### src/rtl/dcache_ctrl.sv
// Data cache sequencer: hit service, write-back and fill bursts on the nibble bus, flush walk.
// Optional burst watchdog enabled by defining DCACHE_CTRL_TIMEOUT_EN.
module dcache_ctrl #(
   parameter int LINE_LENGTH = 4,
   parameter int NLINES      = 4,
   parameter int PA          = 22
`ifdef DCACHE_CTRL_TIMEOUT_EN
   , parameter int TO_BITS   = 6
`endif
) (
   input  logic                              clk,
   input  logic                              reset,
   input  logic [PA-2:0]                     cpu_paddr,
   input  logic [1:0]                        cpu_read,
   input  logic [1:0]                        cpu_write,
   input  logic                              cpu_fault,
   output logic                              cpu_ready,
   output logic                              cpu_err,
   input  logic                              flush_req,
   output logic                              flush_done,
   output logic [PA-2:0]                     c_paddr,
   output logic [1:0]                        c_read,
   output logic [1:0]                        c_write,
   output logic                              c_fault,
   output logic                              c_flush_write,
   output logic                              c_flush_all,
   input  logic                              c_hit,
   input  logic                              c_push,
   input  logic                              c_pull,
   input  logic [PA-$clog2(LINE_LENGTH)-1:0] c_tag,
   output logic                              c_wstrobe_d,
   output logic                              c_rstrobe_d,
   output logic                              mem_req,
   output logic                              mem_wr,
   output logic [PA-$clog2(LINE_LENGTH)-1:0] mem_addr,
   input  logic                              mem_ack,
   input  logic                              mem_strobe
);

   localparam int BEATS = 2 * LINE_LENGTH;
   localparam int OFFB  = $clog2(LINE_LENGTH);
   localparam int IDXB  = $clog2(NLINES);
   localparam int CNTB  = $clog2(BEATS);
   localparam int TAGW  = PA - OFFB;

   typedef enum logic [2:0] {
      IDLE  = 3'd0,
      WB    = 3'd1,
      FILL  = 3'd2,
      FSCAN = 3'd3,
      FWB   = 3'd4,
      FCLR  = 3'd5
   } state_t;

   state_t            state_q, state_d;
   logic [CNTB-1:0]   cnt_q, cnt_d;
   logic [IDXB-1:0]   idx_q, idx_d;
   logic [TAGW-1:0]   tag_q, tag_d;
   logic              mem_req_q, mem_req_d;
   logic              mem_wr_q, mem_wr_d;
   logic              req, burst, last_beat, flushing, to_hit;
   logic              ready_c, err_c, done_c, fall_c;

   assign req       = (|cpu_read) || (|cpu_write);
   assign burst     = (state_q == WB) || (state_q == FILL) || (state_q == FWB);
   assign last_beat = burst && mem_strobe && (cnt_q == CNTB'(BEATS-1));
   assign flushing  = (state_q == FSCAN) || (state_q == FWB) || (state_q == FCLR);

`ifdef DCACHE_CTRL_TIMEOUT_EN
   logic [TO_BITS-1:0] wd_q;

   // Watchdog counts strobe-free cycles once the bus has granted the burst.
   assign to_hit = burst && !mem_req_q && !mem_strobe && (wd_q == {TO_BITS{1'b1}});

   always_ff @(posedge clk) begin
      if (reset || !burst || mem_req_q || mem_strobe || to_hit) begin
         wd_q <= {TO_BITS{1'b0}};
      end else begin
         wd_q <= wd_q + TO_BITS'(1);
      end
   end
`else
   assign to_hit = 1'b0;
`endif

   always_ff @(posedge clk) begin
      if (reset) begin
         state_q   <= IDLE;
         cnt_q     <= {CNTB{1'b0}};
         idx_q     <= {IDXB{1'b0}};
         tag_q     <= {TAGW{1'b0}};
         mem_req_q <= 1'b0;
         mem_wr_q  <= 1'b0;
      end else begin
         state_q   <= state_d;
         cnt_q     <= cnt_d;
         idx_q     <= idx_d;
         tag_q     <= tag_d;
         mem_req_q <= mem_req_d;
         mem_wr_q  <= mem_wr_d;
      end
   end

   always_comb begin
      state_d   = state_q;
      cnt_d     = cnt_q;
      idx_d     = idx_q;
      tag_d     = tag_q;
      mem_req_d = mem_req_q && !mem_ack;
      mem_wr_d  = mem_wr_q;
      ready_c   = 1'b0;
      err_c     = 1'b0;
      done_c    = 1'b0;
      fall_c    = 1'b0;
      // The cache restarts its offset on any gap, so a partial burst must restart from beat 0.
      if (burst) begin
         if (last_beat || !mem_strobe) begin
            cnt_d = {CNTB{1'b0}};
         end else begin
            cnt_d = cnt_q + CNTB'(1);
         end
      end else begin
         cnt_d = cnt_q;
      end
      case (state_q)
         IDLE: begin
            if (req) begin
               if (cpu_fault) begin
                  ready_c = 1'b1;
                  err_c   = 1'b1;
               end else if (c_hit) begin
                  ready_c = 1'b1;
               end else if (c_push || c_pull) begin
                  state_d   = c_push ? WB : FILL;
                  tag_d     = c_tag;
                  mem_req_d = 1'b1;
                  mem_wr_d  = c_push;
                  cnt_d     = {CNTB{1'b0}};
               end else begin
                  state_d = IDLE;
               end
            end else if (flush_req) begin
               state_d = FSCAN;
               idx_d   = {IDXB{1'b0}};
            end else begin
               state_d = IDLE;
            end
         end
         WB, FILL: begin
            if (to_hit) begin
               state_d   = IDLE;
               ready_c   = 1'b1;
               err_c     = 1'b1;
               mem_req_d = 1'b0;
               cnt_d     = {CNTB{1'b0}};
            end else if (last_beat) begin
               state_d = IDLE;
               ready_c = (state_q == FILL) && (|cpu_write);
            end else begin
               state_d = state_q;
            end
         end
         FSCAN: begin
            if (c_push) begin
               state_d   = FWB;
               tag_d     = c_tag;
               mem_req_d = 1'b1;
               mem_wr_d  = 1'b1;
               cnt_d     = {CNTB{1'b0}};
            end else if (idx_q == IDXB'(NLINES-1)) begin
               state_d = FCLR;
            end else begin
               idx_d = idx_q + IDXB'(1);
            end
         end
         FWB: begin
            if (to_hit) begin
               state_d   = FCLR;
               mem_req_d = 1'b0;
               cnt_d     = {CNTB{1'b0}};
            end else if (last_beat) begin
               state_d = FSCAN;
            end else begin
               state_d = FWB;
            end
         end
         FCLR: begin
            fall_c  = 1'b1;
            done_c  = 1'b1;
            state_d = IDLE;
         end
         default: begin
            state_d = IDLE;
         end
      endcase
   end

   // Flush states drive only the index field so the cache walks its lines by position.
   always_comb begin
      c_paddr       = cpu_paddr;
      c_read        = cpu_read;
      c_write       = cpu_write;
      c_fault       = cpu_fault;
      c_flush_write = 1'b0;
      if (flushing) begin
         c_paddr                  = {(PA-1){1'b0}};
         c_paddr[OFFB-1 +: IDXB]  = idx_q;
         c_read                   = 2'b00;
         c_write                  = 2'b00;
         c_fault                  = 1'b0;
         c_flush_write            = 1'b1;
      end else begin
         c_flush_write = 1'b0;
      end
   end

   assign cpu_ready   = ready_c && !reset;
   assign cpu_err     = err_c && !reset;
   assign flush_done  = done_c && !reset;
   assign c_flush_all = fall_c && !reset;
   assign c_rstrobe_d = mem_strobe && ((state_q == WB) || (state_q == FWB)) && !reset;
   assign c_wstrobe_d = mem_strobe && (state_q == FILL) && !reset;
   assign mem_req     = mem_req_q;
   assign mem_wr      = mem_wr_q;
   assign mem_addr    = tag_q;

endmodule

### config.mk
export PLATFORM = sky130hd
export DESIGN_NAME = dcache_ctrl
export DESIGN_NICKNAME = d
export VERILOG_FILES = /design/src/rtl/dcache_ctrl.sv
export SDC_FILE = /design/constraint.sdc
export NUM_CORES = 1
export LEC_CHECK = 0
export ABC_AREA = 1
export CAP_MARGIN = 20
export CORE_MARGIN = 3
export CORE_UTILIZATION = 40
export DETAILED_ROUTE_END_ITERATION = 10
export PLACE_DENSITY_LB_ADDON = 0.12
export SYNTH_ARGS = -nofsm -noshare
export SYNTH_HDL_FRONTEND = slang
export SYNTH_SLANG_ARGS = --single-unit
### constraint.sdc
create_clock -name clk -period 3.15 [get_ports clk]
set_clock_uncertainty 0.1 [all_clocks]
set_input_delay 0.63 -clock clk [delete_from_list [all_inputs] [get_ports clk]]
set_output_delay 0.63 -clock clk [all_outputs]
set_load 0.005 [all_outputs]
* Yosys cells after proc, flatten, opt, wreduce, memory -nomap -nowiden
Cells that the tools add are included.
** Operators by class
- $add $sub $neg :: 2
- Equal/unequal tests :: 20
- Muxes and demuxes :: 56
- Reductions and logical operators :: 30
** Operators with widths (count)
- $mux W20 :: 5
- $mux W3 :: 14
- $pmux W20 S2 :: 1
- $mux W21 :: 1
- $mux W1 :: 20
- $ne A2 B2 Y1 const B :: 10
- $mux W2 :: 9
- $pmux W3 S4 :: 1
- $logic_and A1 B1 Y1 :: 11
- $eq A3 B3 Y1 const B :: 3
- $logic_or A1 B1 Y1 :: 8
- $eq A3 B2 Y1 const B :: 2
- $ne A3 B3 Y1 const B :: 2
- $pmux W1 S2 :: 3
- $pmux W3 S2 :: 1
- $reduce_and A6 Y1 :: 1
- $reduce_or A2 Y1 :: 3
- $reduce_and A5 Y1 :: 1
- $pmux W2 S2 :: 1
- $reduce_and A4 Y1 :: 1
- $add A3 B1 Y3 const B :: 1
- $eq A3 B1 Y1 const B :: 1
- $logic_not A1 Y1 :: 3
- $logic_not A3 Y1 :: 1
- other kinds (4) :: 4
** Word-level totals
- Register bits :: 30
- Input bits :: 54
- Output and inout bits :: 55
- Word-level logic and storage cells :: 114

* Logic depth before layout (Yosys ltp)
Gate-level depths: netlist of run 1.
- Depth in word-level cells :: 13
- Depth in mapped cells :: 10
- Mapped depth without buffers :: 9

* Least setup slack after synthesis of run 1
Ideal clock, no wire load.
- Kind :: input-to-output
- From :: input port reset
- To :: output port cpu_err
- Data arrival time :: 1.357 ns
- Required time :: 2.420 ns
- Path slack :: 1.063 ns
- Stages :: 5
- Buffers on the path :: 2
- Path through :: buf_2 clkinv_1 clkbuf_1 nand2_1 nor2_1
** On the way
- Longest elaborated chain between the ends :: 2
** Ends and longest elaborated chain
- start, declared :: line 12 : input logic reset,
- $logic_not A1 Y1 :: line 218 : assign cpu_err = err_c && !reset;
- $logic_and A1 B1 Y1 :: line 218
- end, declared :: line 18 : output logic cpu_err,
No other way between the ends.

* Worst setup path after layout of run 1
- From :: register state_q[0]
- To :: output port c_paddr[14]
** On the way
- Longest elaborated chain between the ends :: 4
- Elaborated cells on any way between the ends :: 6
- Classes of those cells :: eq/ne (3); mux (1); reduce/logical (2)
** Ends and longest elaborated chain
- start, declared :: line 55 : state_t state_q, state_d;
- start signal, assigned :: line 95 : state_q <= state_d;
- $eq A3 B2 Y1 / $eq A3 B3 Y1 (equally long branches) :: line 67 : assign flushing = (state_q == FSCAN) || (state_q == FWB) || (state_q == FCLR);
- $logic_or A1 B1 Y1 :: line 67
- $logic_or A1 B1 Y1 (*) :: line 67
- $mux W21 (*) :: line 205 : if (flushing) begin
- end, declared :: line 21 : output logic [PA-2:0] c_paddr,
Every way passes the cells marked *; elsewhere a longest branch is shown, timed or not.

==> results of run 1 <==
[per-layer routing]
metal / share of wire / track usage
met5: 0 / 0
met4: 0.0061 / 0.05328
met3: 0.055 / 0.03994
met2: 0.53 / 0.3727
met1: 0.41 / 0.2188
[power by group]
part           leakage [nW]  switching, mW  total (mW)  internal (mW)
logic                  1.16          0.226       0.496          0.269
registers             0.246         0.0354       0.477          0.442
clock network        0.0482          0.131       0.306          0.176
total                  1.46          0.392        1.28          0.887
[Yosys cell counts, types with 2 or more instances]
cell type,count
buf_2,3
dfxtp_1,30
a211oi_1,2
clkbuf_1,2
nand3b_1,2
o21ai_0,3
buf_4,3
ha_1,3
inv_1,55
nor2_1,86
inv_2,2
buf_6,2
nand3_2,2
a21oi_1,7
nor3_1,2
nand2_2,2
nand2_1,76
nand3_1,9
nand4_1,3
[through the flow]
step | cells | worst slack, ns
after floorplan | 301 | 1.063
after global placement | 452 | 0.2985
after detailed placement | 452 | 0.2941
after CTS | 460 | 0.2642
after global routing | 460 | 0.1116
final | 460 | 0.2542
[tightest hold or removal path, delay by kind of cell, from the launching register on]
family	cells	cell delay, ns
AND/OR/NAND/NOR	1	0.06
AO/OA/AOI/OAI	1	0.05
flip-flops	1	0.32
[registers in the layout, indices dropped and copies added (netlist names)]
name,flops
mem_req,1
cnt_q,3
idx_q,2
state_q,3
mem_wr,1
mem_addr,20
[cell type report]
cell class / count / area, um^2
clock inverters: 1 / 5.005
repair buffers: 111 / 1104
fillers: 357 / 1181
well taps: 50 / 62.56
multi-input cells: 203 / 887.1
inverters: 58 / 217.7
flip-flops and latches: 30 / 600.6
clock buffers: 7 / 86.33
[logic make-up after synthesis]
group	Yosys count	share of synthesized area
and+or+nand+nor	185	0.4284
adders and majority gates	3	0.02117
muxes	1	0.006351
buffers and inverters	68	0.1609
AOI/OAI and AO/OA	14	0.04446
DFF	30	0.3387
[final timing paths]
path                               endpoint  slack, ns       start  cells after the start
worst min register to register     cnt_q[1]       0.38    cnt_q[1]                      2
worst max register to register  mem_addr[3]       1.36  state_q[2]                      8
worst min-delay path               cnt_q[1]       0.38    cnt_q[1]                      2
worst max-delay path            c_paddr[14]       0.25  state_q[0]                      6
==> run_results.csv, run 1 <==
group,metric,value,unit
logic_synthesis,syn_nets,358,
clock_tree,clk_pin_slew,0.06,ns
finish,area_growth,67.11,%
logic_synthesis,synth_top_area_share,0.3387,
clock_tree,holdBufCountCts,0,
clock_tree,cts_resized,0,
die,start_util,0.4278,
detailed_routing,wirelength,4.952,mm
die,die-area,0.005267,mm^2
place,io_buffer_count,108,
die,die_y,72.58,um
clock_tree,numCtsBuffers,5,
die,dieWidth,72.58,um
grt,grt_pass1_wl,8.335,mm
clock_tree,clkLatencyLatePin,0.27,ns
sta,setup_tns,0,ns
detailed_routing,via_per_inst,4.457,
sta,rsz0062_at_grt,"no",
logic_synthesis,yosysWarnings,0,
run_status,status,"finished, final reports clean",
critical_path,startpoint_type,"flop",
detailed_routing,dr.pass1.iters,4,
detailed_routing,drt_iter0_drc,89,
critical_path,cp-end-kind,"primary output",
clock_tree,cts_buffer_depth,2,
place,hpwlAfterDp,3.940,mm
sta,relSlewSlack,0.7048,
sta,max_freq,0.3453,GHz
critical_path,arrival,2.17,ns
clock_tree,post-cts-setup-buffers,0,
logic_synthesis,syn_inst,301,
hold_path,hold_class,"flop to flop",
logic_synthesis,syn_area,0.001773,mm^2
sta,hold_violations,0,
finish,final_layout_size_suffix_gt1_frac,0.04878,
logic_synthesis,synth_cell_types,26,
power_and_ir_drop,cellLeakagePower,1.457,nW
sta,slew_violations,0,
die,core,0.004144,mm^2
sta,post-route-period-util,0.9193,
logic_synthesis,synthFlopType,"dfxtp_1",
critical_path,cp_cell_sequence,"nor2_2 > nand2_1 > nand3_2 > buf_4 > nor2_1 > clkdlybuf4s50_1",
logic_synthesis,synth_top_area_cell,"dfxtp_1",
clock_tree,cts_tree,"built",
finish,diodes,0,
finish,final_common_cell,"clkdlybuf4s50_1",
logic_synthesis,async_flop_share,0,
sta,setup_viol,0,
place,place.gp.congestion,0.8973,
clock_tree,clock_sinks,30,
logic_synthesis,synthTopCellsByArea,"dfxtp_1 34%, nor2_1 18%, nand2_1 16%",
critical_path,cpLargestDelayFamily,"buffers and inverters",
finish,finish.utilization,0.7150,
grt,grt_usage,0.1963,
place,postPlaceCellArea,0.002872,mm^2
grt,overflow,0,
detailed_routing,post_drt_wl_per_cell,10.77,um
power_and_ir_drop,power,1.279,mW
logic_synthesis,postSynthRegisterBits,30,
logic_synthesis,ys_seq_area_frac,0.3387,
critical_path,required,2.42,ns
detailed_routing,post-route-drc-count,0,
power_and_ir_drop,peakVddDrop,0.0002757,V
grt,grt_start_max_net_pins,43,
detailed_routing,postRouteAntennaNets,0,
logic_synthesis,avgSynthCellArea,5.890,um^2
finish,layout_common_cells,"108 x clkdlybuf4s50_1, 86 x nor2_1, 76 x nand2_1",
finish,fin_nets,466,
sta,max_slew.worst_pin.slew,0.4427,ns
critical_path,crit_slowest_cell,"clkdlybuf4s50_1",
sta,period_minus_slack,2.896,ns
sta,worst_hold_slack,0.3763,ns
logic_synthesis,synth-edff-count,0,
finish,fin_area,0.002963,mm^2
die,num_rows,23,
job,maxCapViolations,0,
critical_path,crit_type,"flop to primary output",
detailed_routing,vias,2050,
critical_path,slowest_delay,0.52,ns
grt,grt_pass1_vias,1959,
grt,antenna_found_initial,0,
critical_path,path_buf_inv,2,
critical_path,path_max_fanout,18,
clock_tree,cts_max_level,2,
die,ioPinCount,109,
clock_tree,cts-root-buf,"clkbuf_8",
power_and_ir_drop,power_density,431.6,mW/mm^2
(Power assumes the default switching activity.)
==> run 2: changes to the inputs <==
--- a/config.mk
+++ b/config.mk
@@ -10,6 +10,7 @@
 export CORE_MARGIN = 3
 export CORE_UTILIZATION = 40
 export DETAILED_ROUTE_END_ITERATION = 10
+export DONT_BUFFER_PORTS = 1
 export PLACE_DENSITY_LB_ADDON = 0.12
 export SYNTH_ARGS = -nofsm -noshare
 export SYNTH_HDL_FRONTEND = slang
==> run 2 against run 1 <==
Against the previous run: via count is 21% lower; non-clock buffer count is 110 lower; cell count is 24% lower; die area stayed put; sequential share of layout area is 12 points higher; utilization is 27 points lower; wire length is 19% lower; register-to-register slack better by 0.04 ns; clock-buffer cell count stayed put; sequential power is 3% higher; final area is 37% lower; first-iteration DRC count is 28% lower; critical path type unchanged.
==> run_results.csv, run 2 (synthesis gave the netlist of run 1 again) <==
group,metric,value,unit
die,ioPinCount,109,
clock_tree,numCtsBuffers,5,
finish,fillCellCount,472,
sta,relSlewSlack,0.6812,
detailed_routing,vias,1625,
critical_path,crit_type,"flop to primary output",
sta,rsz0062_at_grt,"no",
grt,antenna_found_initial,0,
grt,grt_pass1_vias,1423,
sta,max_slew.worst_pin.slew,0.4777,ns
sta,period_minus_slack,2.559,ns
sta,slew_violations,0,
place,io_buffer_count,0,
critical_path,path_buf_inv,0,
critical_path,cpLargestDelayFamily,"simple AND/OR/NAND/NOR gates",
clock_tree,cts_resized,0,
critical_path,cp_cell_sequence,"nor2_2 > nand2_1 > nand3_2 > mux2_2",
clock_tree,clkLatencyLatePin,0.27,ns
critical_path,reg2reg_to,"mem_addr[2]",
grt,grt_pass1_wl,6.127,mm
clock_tree,cts_buffer_depth,2,
grt,grt_start_max_net_pins,43,
detailed_routing,via_per_inst,4.656,
sta,setup_viol,0,
die,num_rows,23,
sta,setup_ws,0.5909,ns
power_and_ir_drop,peakVddDrop,0.0003318,V
place,place.gp.congestion,0.8238,
critical_path,path_max_fanout,28,
detailed_routing,wirelength,4.004,mm
finish,layout_common_cells,"86 x nor2_1, 76 x nand2_1, 55 x inv_1",
sta,post-route-period-util,0.8124,
critical_path,slowest_delay,0.45,ns
grt,grt_usage,0.1448,
power_and_ir_drop,power_density,562.1,mW/mm^2
power_and_ir_drop,cellLeakagePower,1.026,nW
detailed_routing,post_drt_wl_per_cell,11.47,um
sta,setup_tns,0,ns
die,die_y,72.58,um
hold_path,hold-path-cell-count,1,
place,hpwlAfterDp,3.080,mm
clock_tree,cts_max_level,2,
finish,diodes,0,
detailed_routing,post-route-drc-count,0,
clock_tree,post-cts-setup-buffers,0,
critical_path,arrival,1.83,ns
sta,hold_violations,0,
hold_path,whs_endpoint,"state_q[0]",
detailed_routing,postRouteAntennaNets,0,
critical_path,r2r_slack,1.40,ns
critical_path,reg2regPathDepth,8,
critical_path,startpoint_type,"flop",
place,pre_cts_ws,0.8825,ns
detailed_routing,dr.pass1.iters,4,
hold_path,min_from,"reset",
critical_path,r2r_start,"state_q[0]",
die,die-area,0.005267,mm^2
finish,fin_nets,356,
grt,overflow,0,
finish,final_layout_size_suffix_gt1_frac,0.05351,
run_status,status,"finished, final reports clean",
clock_tree,cts_tree,"built",
sta,max_freq,0.3908,GHz
die,start_util,0.4278,
die,dieWidth,72.58,um
finish,area_growth,4.446,%
detailed_routing,drt_iter0_drc,64,
clock_tree,holdBufCountCts,0,
job,maxCapViolations,0,
critical_path,required,2.42,ns
critical_path,cp-end-kind,"primary output",
clock_tree,clk_pin_slew,0.06,ns
die,core,0.004144,mm^2
finish,largest_reg_flops,20,
critical_path,crit_slowest_cell,"dfxtp_1",
clock_tree,cts-root-buf,"clkbuf_8",
hold_path,hold_class,"input pin to flop",
clock_tree,clock_sinks,30,
finish,final_common_cell,"nor2_1",
## run 2: power by group
group	internal (mW)	switching, mW	leakage, nW
clock	0.152	0.128	0.0383
combinational	0.0929	0.177	0.742
sequential	0.442	0.0490	0.246
total	0.687	0.354	1.03
## run 2: how the worst max path moves through the flow
stage	startpoint	endpoint	cells past startpoint
finish	state_q[0]	c_paddr[2]	4
global route	state_q[0]	c_paddr[2]	4
CTS	state_q[0]	c_paddr[2]	4
detailed placement	state_q[0]	c_paddr[2]	4
global placement	state_q[0]	c_paddr[2]	4
floorplan	reset	cpu_err	5
## run 2: through the flow
| stage | util | instance area (um^2) | power (mW) | hold WS, ns | instances |
|---|---|---|---|---|---|
| final | 0.4469 | 1852 | 1.041 | 0.3232 | 349 |
| after global placement | 0.4284 | 1775 | 0.7753 | 0.3548 | 342 |
| after detailed placement | 0.4284 | 1775 | 0.7755 | 0.3595 | 342 |
| after global routing | 0.4469 | 1852 | 1.138 | 0.3072 | 349 |
| after CTS | 0.4469 | 1852 | 1.061 | 0.3115 | 349 |
| after floorplan | - | 1773 | 0.7404 | 0.3393 | 301 |
## run 2: final cells by class
type / instances / area (um^2) / share of cell area
multi-input cells: 203 / 887.1 / 0.4791
inverters: 58 / 217.7 / 0.1176
flip-flops and latches: 30 / 600.6 / 0.3243
repair buffers: 1 / 7.507 / 0.004054
clock buffers: 7 / 76.32 / 0.04122
well taps: 50 / 62.56 / 0.03378
## run 2: per-layer routing
layer / share of wire / up-vias / global-route usage
met5: 0 / - / 0
met4: 0.0082 / 0 / 0.04303
met3: 0.096 / 4 / 0.05647
met2: 0.48 / 63 / 0.2375
met1: 0.42 / 678 / 0.1748
li1: - / 880 / -
